==> src/rtl/if_id_queue.sv <==
// IF/ID pipeline queue: a small FIFO of {pc, instr} pairs between fetch and decode.
// Flush and reset clear pointers and occupancy; the storage array itself is never cleared.
module if_id_queue #(
    parameter int DEPTH = 4
) (
    input  logic        clk,
    input  logic        rst,
    input  logic        flush,
    input  logic        in_valid,
    input  logic [31:0] in_pc,
    input  logic [31:0] in_instr,
    output logic        in_ready,
    output logic        out_valid,
    output logic [31:0] out_pc,
    output logic [31:0] out_instr,
    input  logic        out_ready,
    output logic [2:0]  count
);

    logic [31:0] pc_mem_q    [DEPTH];
    logic [31:0] instr_mem_q [DEPTH];

    logic [1:0] wr_ptr_q;
    logic [1:0] wr_ptr_d;
    logic [1:0] rd_ptr_q;
    logic [1:0] rd_ptr_d;
    logic [2:0] count_q;
    logic [2:0] count_d;
    logic       push_s;
    logic       pop_s;

    // Handshake and head-entry outputs, all derived from registered state only
    always_comb begin
        in_ready  = (count_q != 3'd4);
        out_valid = (count_q != 3'd0);
        push_s    = in_valid && in_ready;
        pop_s     = out_valid && out_ready;
        count     = count_q;
        if (out_valid) begin
            out_pc    = pc_mem_q[rd_ptr_q];
            out_instr = instr_mem_q[rd_ptr_q];
        end else begin
            out_pc    = 32'h0;
            out_instr = 32'h0;
        end
    end

    // Next-state pointers and occupancy; flush overrides any push or pop
    always_comb begin
        wr_ptr_d = wr_ptr_q;
        rd_ptr_d = rd_ptr_q;
        count_d  = count_q;
        if (flush) begin
            wr_ptr_d = 2'd0;
            rd_ptr_d = 2'd0;
            count_d  = 3'd0;
        end else begin
            if (push_s) begin
                wr_ptr_d = wr_ptr_q + 2'd1;
            end else begin
                wr_ptr_d = wr_ptr_q;
            end
            if (pop_s) begin
                rd_ptr_d = rd_ptr_q + 2'd1;
            end else begin
                rd_ptr_d = rd_ptr_q;
            end
            case ({push_s, pop_s})
                2'b10:   count_d = count_q + 3'd1;
                2'b01:   count_d = count_q - 3'd1;
                default: count_d = count_q;
            endcase
        end
    end

    // Control state register with synchronous reset
    always_ff @(posedge clk) begin
        if (rst) begin
            wr_ptr_q <= 2'd0;
            rd_ptr_q <= 2'd0;
            count_q  <= 3'd0;
        end else begin
            wr_ptr_q <= wr_ptr_d;
            rd_ptr_q <= rd_ptr_d;
            count_q  <= count_d;
        end
    end

    // Entry storage; a write during flush/reset is harmless because the pointers restart
    always_ff @(posedge clk) begin
        if (push_s) begin
            pc_mem_q[wr_ptr_q]    <= in_pc;
            instr_mem_q[wr_ptr_q] <= in_instr;
        end
    end

endmodule
==> config.mk <==
export PLATFORM = sky130hd
export DESIGN_NAME = if_id_queue
export DESIGN_NICKNAME = d
export VERILOG_FILES = /design/src/rtl/if_id_queue.sv
export SDC_FILE = /design/constraint.sdc
export NUM_CORES = 1
export LEC_CHECK = 0
export BUFFER_PORTS_ARGS = -buffer_cell sky130_fd_sc_hd__buf_2
export CAP_MARGIN = 20
export CORE_MARGIN = 2
export CORE_UTILIZATION = 54
export CTS_BUF_LIST = sky130_fd_sc_hd__clkbuf_4 sky130_fd_sc_hd__clkbuf_8
export DETAILED_ROUTE_END_ITERATION = 6
export PLACE_DENSITY = 0.85
export SYNTH_ARGS = -nofsm -noshare
export SYNTH_HDL_FRONTEND = slang
export SYNTH_SLANG_ARGS = --single-unit
==> constraint.sdc <==
create_clock -name clk -period 7.1 [get_ports clk]
set_clock_uncertainty 0.05 [all_clocks]
set_input_delay 0.71 -clock clk [delete_from_list [all_inputs] [get_ports clk]]
set_output_delay 0.71 -clock clk [all_outputs]
set_load 0.02 [all_outputs]
==> results of run 1 <==
==> cells in the mapped netlist (2+ instances only) <==
master and count:
ha_1 5, mux2i_1 2, and2_1 64, edfxtp_1 256, and3_1 4, buf_2 7, dfxtp_1 9, buf_12 6
nor2_1 7, clkbuf_1 8, xor2_1 4, or3_1 2, mux4_2 60, inv_1 6, nand2_1 4, mux4_1 4
a21oi_1 2
==> flip-flops by register name, summed over array words and instances, names as in the netlist, named ones only <==
signal / cells
count: 3
instr_mem_q: 128
pc_mem_q: 128
rd_ptr_q: 2
wr_ptr_q: 2
==> where the power goes <==
group	leakage (nW)	total (W)	internal, W	switching (W)
Clock	0.451	0.00126	0.000709	0.000550
Combinational	1.31	0.000196	0.0000809	0.000115
Sequential	2.43	0.00177	0.00176	0.0000111
Total	4.19	0.00323	0.00255	0.000676
==> kinds of logic (layout without fill, tap and decap cells) <==
group | after synthesis | in the layout
flip-flops | 265 | 265
buffers and inverters | 29 | 223
AO/OA/AOI/OAI | 5 | 5
adder cells (fa/ha/maj) | 6 | 6
multiplexers | 66 | 66
other | 0 | 2
AND/OR/NAND/NOR | 84 | 84
XOR/XNOR | 4 | 4
==> worst max path at each step <==
| stage | start | cells after the start | end |
|---|---|---|---|
| after detailed placement | flop | 4 | out_instr[0] |
| after global placement | flop | 4 | out_instr[31] |
| final | flop | 5 | out_pc[28] |
| after global routing | flop | 5 | out_instr[1] |
| after floorplan | count[0] | 3 | instr_mem_q[0][0] |
| after CTS | flop | 4 | out_instr[0] |
==> metrics by stage <==
step / instances / total power, W / area, um^2
2_1_floorplan: 459 / 0.001919 / 10220
6_report: 889 / 0.003225 / 11930
3_5_place_dp: 808 / 0.001998 / 11030
4_1_cts: 885 / 0.003255 / 11880
5_1_grt: 888 / 0.003348 / 11930
3_3_place_gp: 808 / 0.001987 / 11030
==> cell type report <==
cell class,instances,share of cell area
flip-flops and latches,265,0.6601
multi-input cells,165,0.1800
repair buffers,140,0.06209
clock buffers,58,0.06167
well taps,234,0.02454
clock inverters,19,0.009334
inverters,6,0.001888
diodes,2,0.0004195
==> metal layers <==
metal,GRT usage,share of wire,vias to the layer above,wire [um]
met3,0.05096,0.059,20,1074
met2,0.3081,0.52,136,9458
met1,0.2274,0.40,2507,7278
li1,-,-,2188,-
met4,0.06474,0.016,0,284
met5,0,0,-,0
==> results.md, run 1 <==
- First-pass GRT wire length: roughly 28,000 um
- Final WS setup: roughly 3.7 ns
- Hold Crit Start: in_pc[19]
- Worst VDD drop: 0.1769 mV
- CP delay by family, top: buffers and inverters
- DRC Markers: 0
- F_max: between 200 and 300 MHz
- Post-CTS Hold Fix Bufs: 0
- Number of antenna violations at the first check in global routing: 1
- Synth warnings: 0
- Ys async rst share: 0
- CTS Buffer Depth: 3
- Starting density of the core: 0.5481
- Cell depth of the worst flop-to-flop path: 8
- Clock tree sinks: 265
- ANT nets after route: 0
- Worst R2R End: count[2]
- Slowest CP cell: mux4_2
- Drt pass-1 iters: 4
- Layout area overhead: 16.76%
- Initial DRC count: 347
- Hold depth: 1
- # IOs: 138
- Crit path required time: between 6 and 7 ns
- Top FF cell, synth: edfxtp_1
- Critical-path maximum fanout: 47
- Clk slew on worst S/H paths: about 0.06 ns
- Commonest non-fill, non-tap cells in the layout: edfxtp_1 (256), buf_2 (137), and2_1 (64)
- Crit. End Element: primary output
- Worst-margin pin slew: 1.007 ns
- WP data arrival: 2.59 ns
- Mux share of post-synthesis cell area: 0.1445
- Hpwl dp: 10,000 um
- Post-synth EDFFs: 256
- Final Wtd Congestion: between 0.7 and 0.8
- Dpl ws: 3.886 ns
- Lkg Pwr: 4.189 nW
- Post-Synthesis Cells: 459
- CTS tree: done
- Final #Nets: 696
- Post-synthesis compound-gate area fraction: 0.003061
- Synth area leader: edfxtp_1
- Post-Syn Area: 0.01022 mm^2
- Vias in the first global route: 5,313
- Die Width: 141.6 um
- Die area: 0.02004 mm^2
- R2r setup slk: between 4 and 5 ns
- Vias: 4,851
- Final Util: 0.6399
- Pin count of the biggest net entering global routing: 66
- Worst hold path type: in2reg
- Pwr dens: 270.3 mW/mm^2
- WP buf/inv: 3
- Unique masters post-synth: 26
- Worst path max stage delay: around 0.56 ns
- Final min period: 3.354 ns
- CTS Buf Count: 43
- Commonest non-fill, non-tap cell in the layout: edfxtp_1
- PortBufs: 137
- Post-CTS Setup Bufs: 0
- Hold Slack: 0.3596 ns
- Sequential Area: 0.007875 mm^2
- WL/cell: 20.36 um
- Worst setup SP type: flop
- Area of the multi-input gates: 0.002147 mm^2
- Die height: 141.6 um
- FILL cells: 1,281
- Main combinational cell family by area after synthesis: multiplexers
- Synth Area in Simple Gates: 0.04898
- Total track usage: 0.1817
- Max cap viols: 0
- Grt total ovfl: 0
- H-tree Lvls: 2
- Vias per cell: approximately 5.5
- Kind of critical path: reg2out
- Syn_nets: 534
- Total wire length: 18,100 um
- Status: finished clean
- Setup_tns: 0 ns
- Synth area leaders: edfxtp_1 (75%), mux4_2 (13%), and2_1 (3.9%)
- FP Rows: 50
- Synthesized flop and latch total: 265
- Syn Area/Cell: 22.26 um^2
- Max-slew violation count: 0
- Root buffer cell: clkbuf_8
- Register area share after synthesis: 0.7700
- Share of cells above drive strength 1: 0.4257
- Final setup viols: 0
- Post-cts resize count: 0
- Synthesized-area fraction occupied by adder cells: 0.008082
- CP Cell Sequence: buf_4, buf_16, mux4_2, and2_1, buf_2
- Xor-xnor portion of the synthesized cell area: 0.003429
- Max-slew headroom: 0.3283
- Post-synth top area share: 0.7524
- Launch point of the worst reg-to-reg path: count[2]
- RSZ-0062 raised after global routing: false
- Core outline area: 0.01864 mm^2
- Tcrit/Tclk final: 0.4724
- Hold endpoint: pc_mem_q[3][19]
- Worst-Skew Late Latency: ~0.51 ns
- Final hold violation count: 0
No activity file was read; power rests on OpenSTA's default activity.
==> run 2, diff against run 1 <==
--- a/config.mk
+++ b/config.mk
@@ -5,13 +5,14 @@
 export SDC_FILE = /design/constraint.sdc
 export NUM_CORES = 1
 export LEC_CHECK = 0
+export ABC_AREA = 1
 export BUFFER_PORTS_ARGS = -buffer_cell sky130_fd_sc_hd__buf_2
 export CAP_MARGIN = 20
 export CORE_MARGIN = 2
 export CORE_UTILIZATION = 54
 export CTS_BUF_LIST = sky130_fd_sc_hd__clkbuf_4 sky130_fd_sc_hd__clkbuf_8
 export DETAILED_ROUTE_END_ITERATION = 6
-export PLACE_DENSITY = 0.85
+export PLACE_DENSITY = 0.84
 export SYNTH_ARGS = -nofsm -noshare
 export SYNTH_HDL_FRONTEND = slang
 export SYNTH_SLANG_ARGS = --single-unit
==> constraint.sdc (replaced) <==
create_clock -name clk -period 3.1 [get_ports clk]
set_clock_uncertainty 0.05 [all_clocks]
set_input_delay 0.31 -clock clk [delete_from_list [all_inputs] [get_ports clk]]
set_output_delay 0.31 -clock clk [all_outputs]
set_load 0.02 [all_outputs]
==> results.md, run 2 <==
- Worst hold path type: in2reg
- Status: finished clean
- Grt total ovfl: 0 (unchanged)
- Worst-Skew Late Latency: 0.53 ns (+0.02 ns)
- Post-Syn Area: 0.01040 mm^2 (+1.8%)
- Final #Nets: 1,117 (+60%)
- Most numerous cell in the Yosys netlist: nor2_1
- Most frequent cells after synthesis: nor2_1 (267), edfxtp_1 (256), o21ai_0 (119), a21oi_1 (69), nand2_1 (17)
- Number of antenna violations at the first check in global routing: 1 (unchanged)
- Hold Slack: 0.03672 ns (-0.3229 ns)
- Synthesized-area fraction occupied by adder cells: 0.007941 (-0.0001410)
- Max-slew violation count: 0 (unchanged)
- Vias per cell: 5.343 (-2.1%)
- Post-synthesis compound-gate area fraction: 0.09530 (+0.09223)
- Vias: 7,143 (+47%)
- Worst-margin pin slew: 0.8446 ns (-0.1629 ns)
- CTS tree: done
- Worst setup SP type: flop
- Hold depth: 3 (+2)
- Post-synth top area share: 0.7393 (-0.01313)
- Commonest non-fill, non-tap cells in the layout: nor2_1 (263), edfxtp_1 (256), buf_2 (137)
- Post-CTS Hold Fix Bufs: 67 (+67)
- Top FF cell, synth: edfxtp_1
- Cell depth of the worst flop-to-flop path: 12 (+4)
- WL/cell: 17.73 um (-13%)
- First-pass GRT wire length: 35,850 um (+30%)
- Total track usage: 0.2306 (+0.04885)
- Critical-path maximum fanout: 64 (+36%)
- Register area share after synthesis: 0.7566 (-0.01343)
- FP Rows: 50 (unchanged)
- Pwr dens: 593.0 mW/mm^2 (+120%)
- CTS Buf Count: 42 (-2.3%)
- Worst path max stage delay: 0.66 ns (+0.10 ns)
- Post-CTS Setup Bufs: 0 (unchanged)
- Final min period: between 2 and 3 ns
- Die height: 142.8 um (+0.86%)
- CP Cell Sequence: buf_4, nor2_1, o21ai_0, a21oi_1, buf_2
- F_max: 391.9 MHz
- Final setup viols: 0 (unchanged)
- Root buffer cell: clkbuf_8
- WP data arrival: 2.19 ns (-0.40 ns)
- Commonest non-fill, non-tap cell in the layout: nor2_1
- Pin count of the biggest net entering global routing: 129 (+95%)
- Max-slew headroom: 0.4369 (+0.1086)
- Tot Pwr: 0.007610 W (+140%)
- Worst R2R End: count[2]
- Non-Filler Instances: 1,337 (+50%)
- Ys async rst share: 0 (unchanged)
- Clock tree sinks: 265 (unchanged)
- Slowest CP cell: buf_4
- Final Cell Area: 0.01283 mm^2 (+7.6%)
- Post-synth EDFFs: 256 (unchanged)
- Launch point of the worst reg-to-reg path: count[1]
- Post-Synthesis Cells: 824 (+80%)
- DRC Markers: 0 (unchanged)
- Lkg Pwr: 4.810 nW (+15%)
- Tcrit/Tclk final: 0.8231
- Initial DRC count: 516 (+49%)
- Clk slew on worst S/H paths: 0.07 ns (about the same)
- Syn_nets: 899 (+68%)
- Max cap viols: 0 (unchanged)
- Synth Area in Simple Gates: 0.1049 (+0.05594)
- CP Depth: 5 (unchanged)
- Drt pass-1 iters: 5 (+1)
- Total wire length: 23,710 um (+31%)
- CTS Buffer Depth: 3 (unchanged)
- Setup_tns: 0 ns (unchanged)
- Post-cts resize count: 0 (unchanged)
- Syn Area/Cell: 12.62 um^2 (-43%)
- Area after DPL: 0.01132 mm^2 (+2.6%)
- PortBufs: 137 (unchanged)
- Starting density of the core: 0.5522 (+0.004172)
- Unique masters post-synth: 17 (-35%)
- Mux share of post-synthesis cell area: 0 (-0.1445)
- Synth warnings: 0 (unchanged)
- Layout area overhead: 23.40%
- Crit. End Element: primary output
- Die area: 0.02038 mm^2 (+1.7%)
- Worst VDD drop: 0.3849 mV (+120%)
- H-tree Lvls: 2 (unchanged)
- Die Width: 142.8 um (+0.86%)
- Kind of critical path: reg2out
- Main combinational cell family by area after synthesis: simple AND/OR/NAND/NOR gates
- RSZ-0062 raised after global routing: false
- R2r setup slk: 0.87 ns (-3.70 ns)
- # IOs: 138 (unchanged)
- Placed Cells: 1,191 (+47%)
- Synth area leaders: edfxtp_1 (74%), nor2_1 (9.6%), o21ai_0 (5.7%)
- Crit path required time: 2.74 ns (-3.60 ns)
- Xor-xnor portion of the synthesized cell area: 0 (-0.003429)
- Core outline area: 0.01883 mm^2 (+1.0%)
- ANT nets after route: 0 (unchanged)
- WP buf/inv: 2 (-1)
- Vias in the first global route: 7,239 (+36%)
- CP delay by family, top: buffers and inverters
- Final hold violation count: 0 (unchanged)
- Final Wtd Congestion: 0.7672 (+3.0%)
- Share of cells above drive strength 1: 0.2175 (-0.2083)
- Synth area leader: edfxtp_1
- Hpwl dp: 12,110 um (+21%)
- Setup crit end: out_instr[30]
- Synthesized flop and latch total: 265 (unchanged)
[run 2: changes by cell type after synthesis, sizes merged, moves of 19 or more]
| cell | change |
|---|---|
| buf | +19 |
| o21ai | +128 |
| nor2 | +260 |
| and2 | -64 |
| mux4 | -64 |
| a21oi | +67 |
[run 2: stage by stage]
stage / util / worst slack, ns
global placement: 0.6009 / 1.021
floorplan: - / -0.07303
detailed placement: 0.6009 / 0.9108
finish: 0.6815 / 0.5485
CTS: 0.6813 / 0.5496
global route: 0.6815 / 0.4302
[run 2: worst min-delay path by stage]
stage,from,endpoint,slack [ns]
finish,in_valid,wr_ptr_q[0],0.04
floorplan,in_instr[0],instr_mem_q[0][0],0.36
detailed placement,rd_ptr_q[1],flop,0.44
global route,in_valid,wr_ptr_q[0],0.02
global placement,count[0],count[0],0.43
CTS,in_valid,wr_ptr_q[0],0.007
[run 2: layout make-up]
| type | instances | area (um^2) |
|---|---|---|
| fill | 1261 | 5998 |
| tap | 260 | 325.3 |
| clock inverter | 17 | 103.9 |
| sequential | 265 | 7873 |
| inverter | 19 | 72.57 |
| antenna | 1 | 2.502 |
| multi-input combinational | 493 | 2195 |
| timing repair buffer | 221 | 1521 |
| clock buffer | 61 | 739.5 |
[run 2: kinds of logic (layout without fill, tap and decap cells)]
| family | Yosys count | count (layout) |
|---|---|---|
| and+or+nand+nor | 289 | 289 |
| other | 0 | 1 |
| AOI/OAI and AO/OA | 198 | 198 |
| buffers and inverters | 66 | 318 |
| DFF | 265 | 265 |
| adders and majority gates | 6 | 6 |
[run 2: layer usage]
layer,part of all wire,track usage,vias to the layer above
met5,0,0,-
met4,0.027,0.09849,0
met3,0.061,0.04527,57
met2,0.52,0.4127,304
met1,0.39,0.2721,3429
li1,-,-,3353
[run 2: worst min-delay path, cell delays in order]
cell	delay [ns]
buf_2	0.12
nand3_1	0.08
a21oi_1	0.06
[run 2: power breakdown]
| part | total [W] | leakage (nW) | switching [W] | internal [W] |
|---|---|---|---|---|
| Clock | 0.00294 | 0.454 | 0.00132 | 0.00162 |
| Combinational | 0.000620 | 1.93 | 0.000406 | 0.000214 |
| Sequential | 0.00405 | 2.43 | 0.0000257 | 0.00402 |
==> run 3, diff against run 2 <==
--- a/config.mk
+++ b/config.mk
@@ -5,14 +5,14 @@
 export SDC_FILE = /design/constraint.sdc
 export NUM_CORES = 1
 export LEC_CHECK = 0
-export ABC_AREA = 1
+export ABC_AREA = 0
 export BUFFER_PORTS_ARGS = -buffer_cell sky130_fd_sc_hd__buf_2
 export CAP_MARGIN = 20
 export CORE_MARGIN = 2
 export CORE_UTILIZATION = 54
 export CTS_BUF_LIST = sky130_fd_sc_hd__clkbuf_4 sky130_fd_sc_hd__clkbuf_8
 export DETAILED_ROUTE_END_ITERATION = 6
-export PLACE_DENSITY = 0.84
+export PLACE_DENSITY = 0.85
 export SYNTH_ARGS = -nofsm -noshare
 export SYNTH_HDL_FRONTEND = slang
 export SYNTH_SLANG_ARGS = --single-unit
==> constraint.sdc (replaced) <==
create_clock -name clk -period 2.6 [get_ports clk]
set_clock_uncertainty 0.05 [all_clocks]
set_input_delay 0.26 -clock clk [delete_from_list [all_inputs] [get_ports clk]]
set_output_delay 0.26 -clock clk [all_outputs]
set_load 0.02 [all_outputs]
==> results.md, run 3 (same netlist as run 1, synthesis figures left out) <==
- Status: finished clean
- F_max: 406.9 MHz
- WP buf/inv: 2 (unchanged)
- PortBufs: 137 (unchanged)
- Drt pass-1 iters: 4 (-1)
- Clk slew on worst S/H paths: 0.06 ns (about the same)
- Layout area overhead: 22.74%
- Pwr dens: 690.2 mW/mm^2 (+16%)
- Final min period: about 2.5 ns
- Core outline area: 0.01864 mm^2 (-1.0%)
- Worst hold path type: in2reg
- Number of antenna violations at the first check in global routing: 0 (-1)
- Max-slew headroom: 0.3198 (-0.1171)
- FP Rows: 50 (unchanged)
- Commonest non-fill, non-tap cell in the layout: edfxtp_1
- Starting density of the core: 0.5481 (-0.004172)
- Diode count: 0 (-1)
- Crit. End Element: primary output
- CTS Buffer Depth: 3 (unchanged)
- Pin count of the biggest net entering global routing: 66 (-49%)
- Initial DRC count: 261 (-49%)
- Vias per cell: 5.364 (+0.40%)
- Commonest non-fill, non-tap cells in the layout: edfxtp_1 (256), buf_2 (137), dlygate4sd3_1 (66)
- Final hold violation count: 0 (unchanged)
- WP data arrival: 2.15 ns (-0.04 ns)
- CP delay by family, top: simple AND/OR/NAND/NOR gates
- Root buffer cell: clkbuf_8
- Total track usage: 0.1920 (-0.03860)
- Slowest CP cell: or3_2
- CP Cell Sequence: or3_2, buf_4, and2_1, buf_2
- Die height: 141.6 um (-0.85%)
- Final setup viols: 0 (unchanged)
- Share of cells above drive strength 1: 0.3877 (+0.1703)
- H-tree Lvls: 2 (unchanged)
- R2r setup slk: 0.23 ns (-0.64 ns)
- Crit path required time: 2.29 ns (-0.45 ns)
- Dpl ws: 0.07719 ns (-0.8336 ns)
- Die Width: 141.6 um (-0.85%)
- Die area: 0.02004 mm^2 (-1.7%)
- Max-slew violation count: 0 (unchanged)
- Setup_tns: 0 ns (unchanged)
- WL/cell: 19.61 um (+11%)
- DRC Markers: 0 (unchanged)
- Max cap viols: 0 (unchanged)
- Final #Nets: 765 (-32%)
- RSZ-0062 raised after global routing: false
- Tcrit/Tclk final: 0.9452
- Kind of critical path: reg2out
- # IOs: 138 (unchanged)
- CTS Buf Count: 42 (unchanged)
- Vias in the first global route: 5,684 (-21%)
- Final WS setup: 0.1426 ns (-0.4059 ns)
- Grt total ovfl: 0 (unchanged)
- ANT nets after route: 0 (unchanged)
- Worst path max stage delay: 0.49 ns (-0.17 ns)
- Final Wtd Congestion: 0.7499 (-2.3%)
- Worst-margin pin slew: 1.020 ns (+0.1756 ns)
- Worst-Skew Late Latency: 0.51 ns (-0.02 ns)
- Total wire length: 18,650 um (-21%)
- Hpwl dp: 10,320 um (-15%)
- Worst setup SP type: flop
- Critical-path maximum fanout: 65 (+1.6%)
- First-pass GRT wire length: 29,260 um (-18%)
- Vias: 5,101 (-29%)
- Lkg Pwr: 4.447 nW (-7.6%)
- Worst VDD drop: 0.5449 mV (+42%)
- CTS tree: done
- Clock tree sinks: 265 (unchanged)
## run 3: cell types whose count changed in the layout (fill, tap and decap cells not counted), sizes merged, moves of 12 or more
cell,previous run,this run
nor2,267,7
o21ai,129,1
and2,0,64
nand2,17,5
a21oi,69,2
mux4,0,64
inv,18,6
## run 3: timing repair
| item | CTS | global route |
|---|---|---|
| setup endpoints to repair | 4 | 1 |
| endpoints found under the hold margin | 258 | 0 |
| buffers inserted | 2 | 0 |
| resized for setup | 0 | 2 |
| hold buffers | 66 | 0 |
## run 3: final timing paths
path	start	end	cells past startpoint
setup / recovery	count[1]	out_instr[1]	4
hold reg to reg	wr_ptr_q[0]	wr_ptr_q[0]	2
setup reg to reg	count[0]	count[2]	8
hold / removal	flush	count[2]	3
## run 3: cell type report
cell class	count	area [um^2]
Inverter	6	22.52
Sequential cell	265	7876
Clock buffer	56	695.7
Multi-Input combinational cell	165	2150
Fill cell	1213	6102
Timing Repair Buffer	210	1436
Tap cell	234	292.8
Clock inverter	15	67.56
## run 3: tightest hold or removal path: cells and delay by family
family	cells	cell delay, ns
compound gates	1	0.06
simple gates	1	0.17
buf+inv	1	0.08
## run 3: through the flow
stage               cell area (um^2)  hold WS [ns]  total power [W]  cells    util
CTS                            12540       0.01732         0.008739    951  0.6725
global placement               11100        0.4190         0.005427    812  0.5953
global route                   12540       0.03860         0.008973    951  0.6727
detailed placement             11100        0.4272         0.005460    812  0.5953
finish                         12540       0.05292         0.008656    951  0.6727
floorplan                      10220        0.3089         0.005238    459       -
## run 3: report_power, final
part	switching (W)	internal [W]	leakage, nW	total (W)
registers	0.0000290	0.00480	2.43	0.00483
logic	0.000332	0.000284	1.61	0.000615
clock network	0.00148	0.00173	0.408	0.00321
total	0.00184	0.00681	4.45	0.00866
## run 3: routing by layer
layer  vias up  wire [um]  part of all wire  global-route usage
met3        27       1044             0.056             0.04826
met4         0        319             0.017             0.05737
met5         -          0                 0                   0
met2       156       9775              0.52              0.3375
li1       2320          -                 -                   -
met1      2598       7510              0.40              0.2380
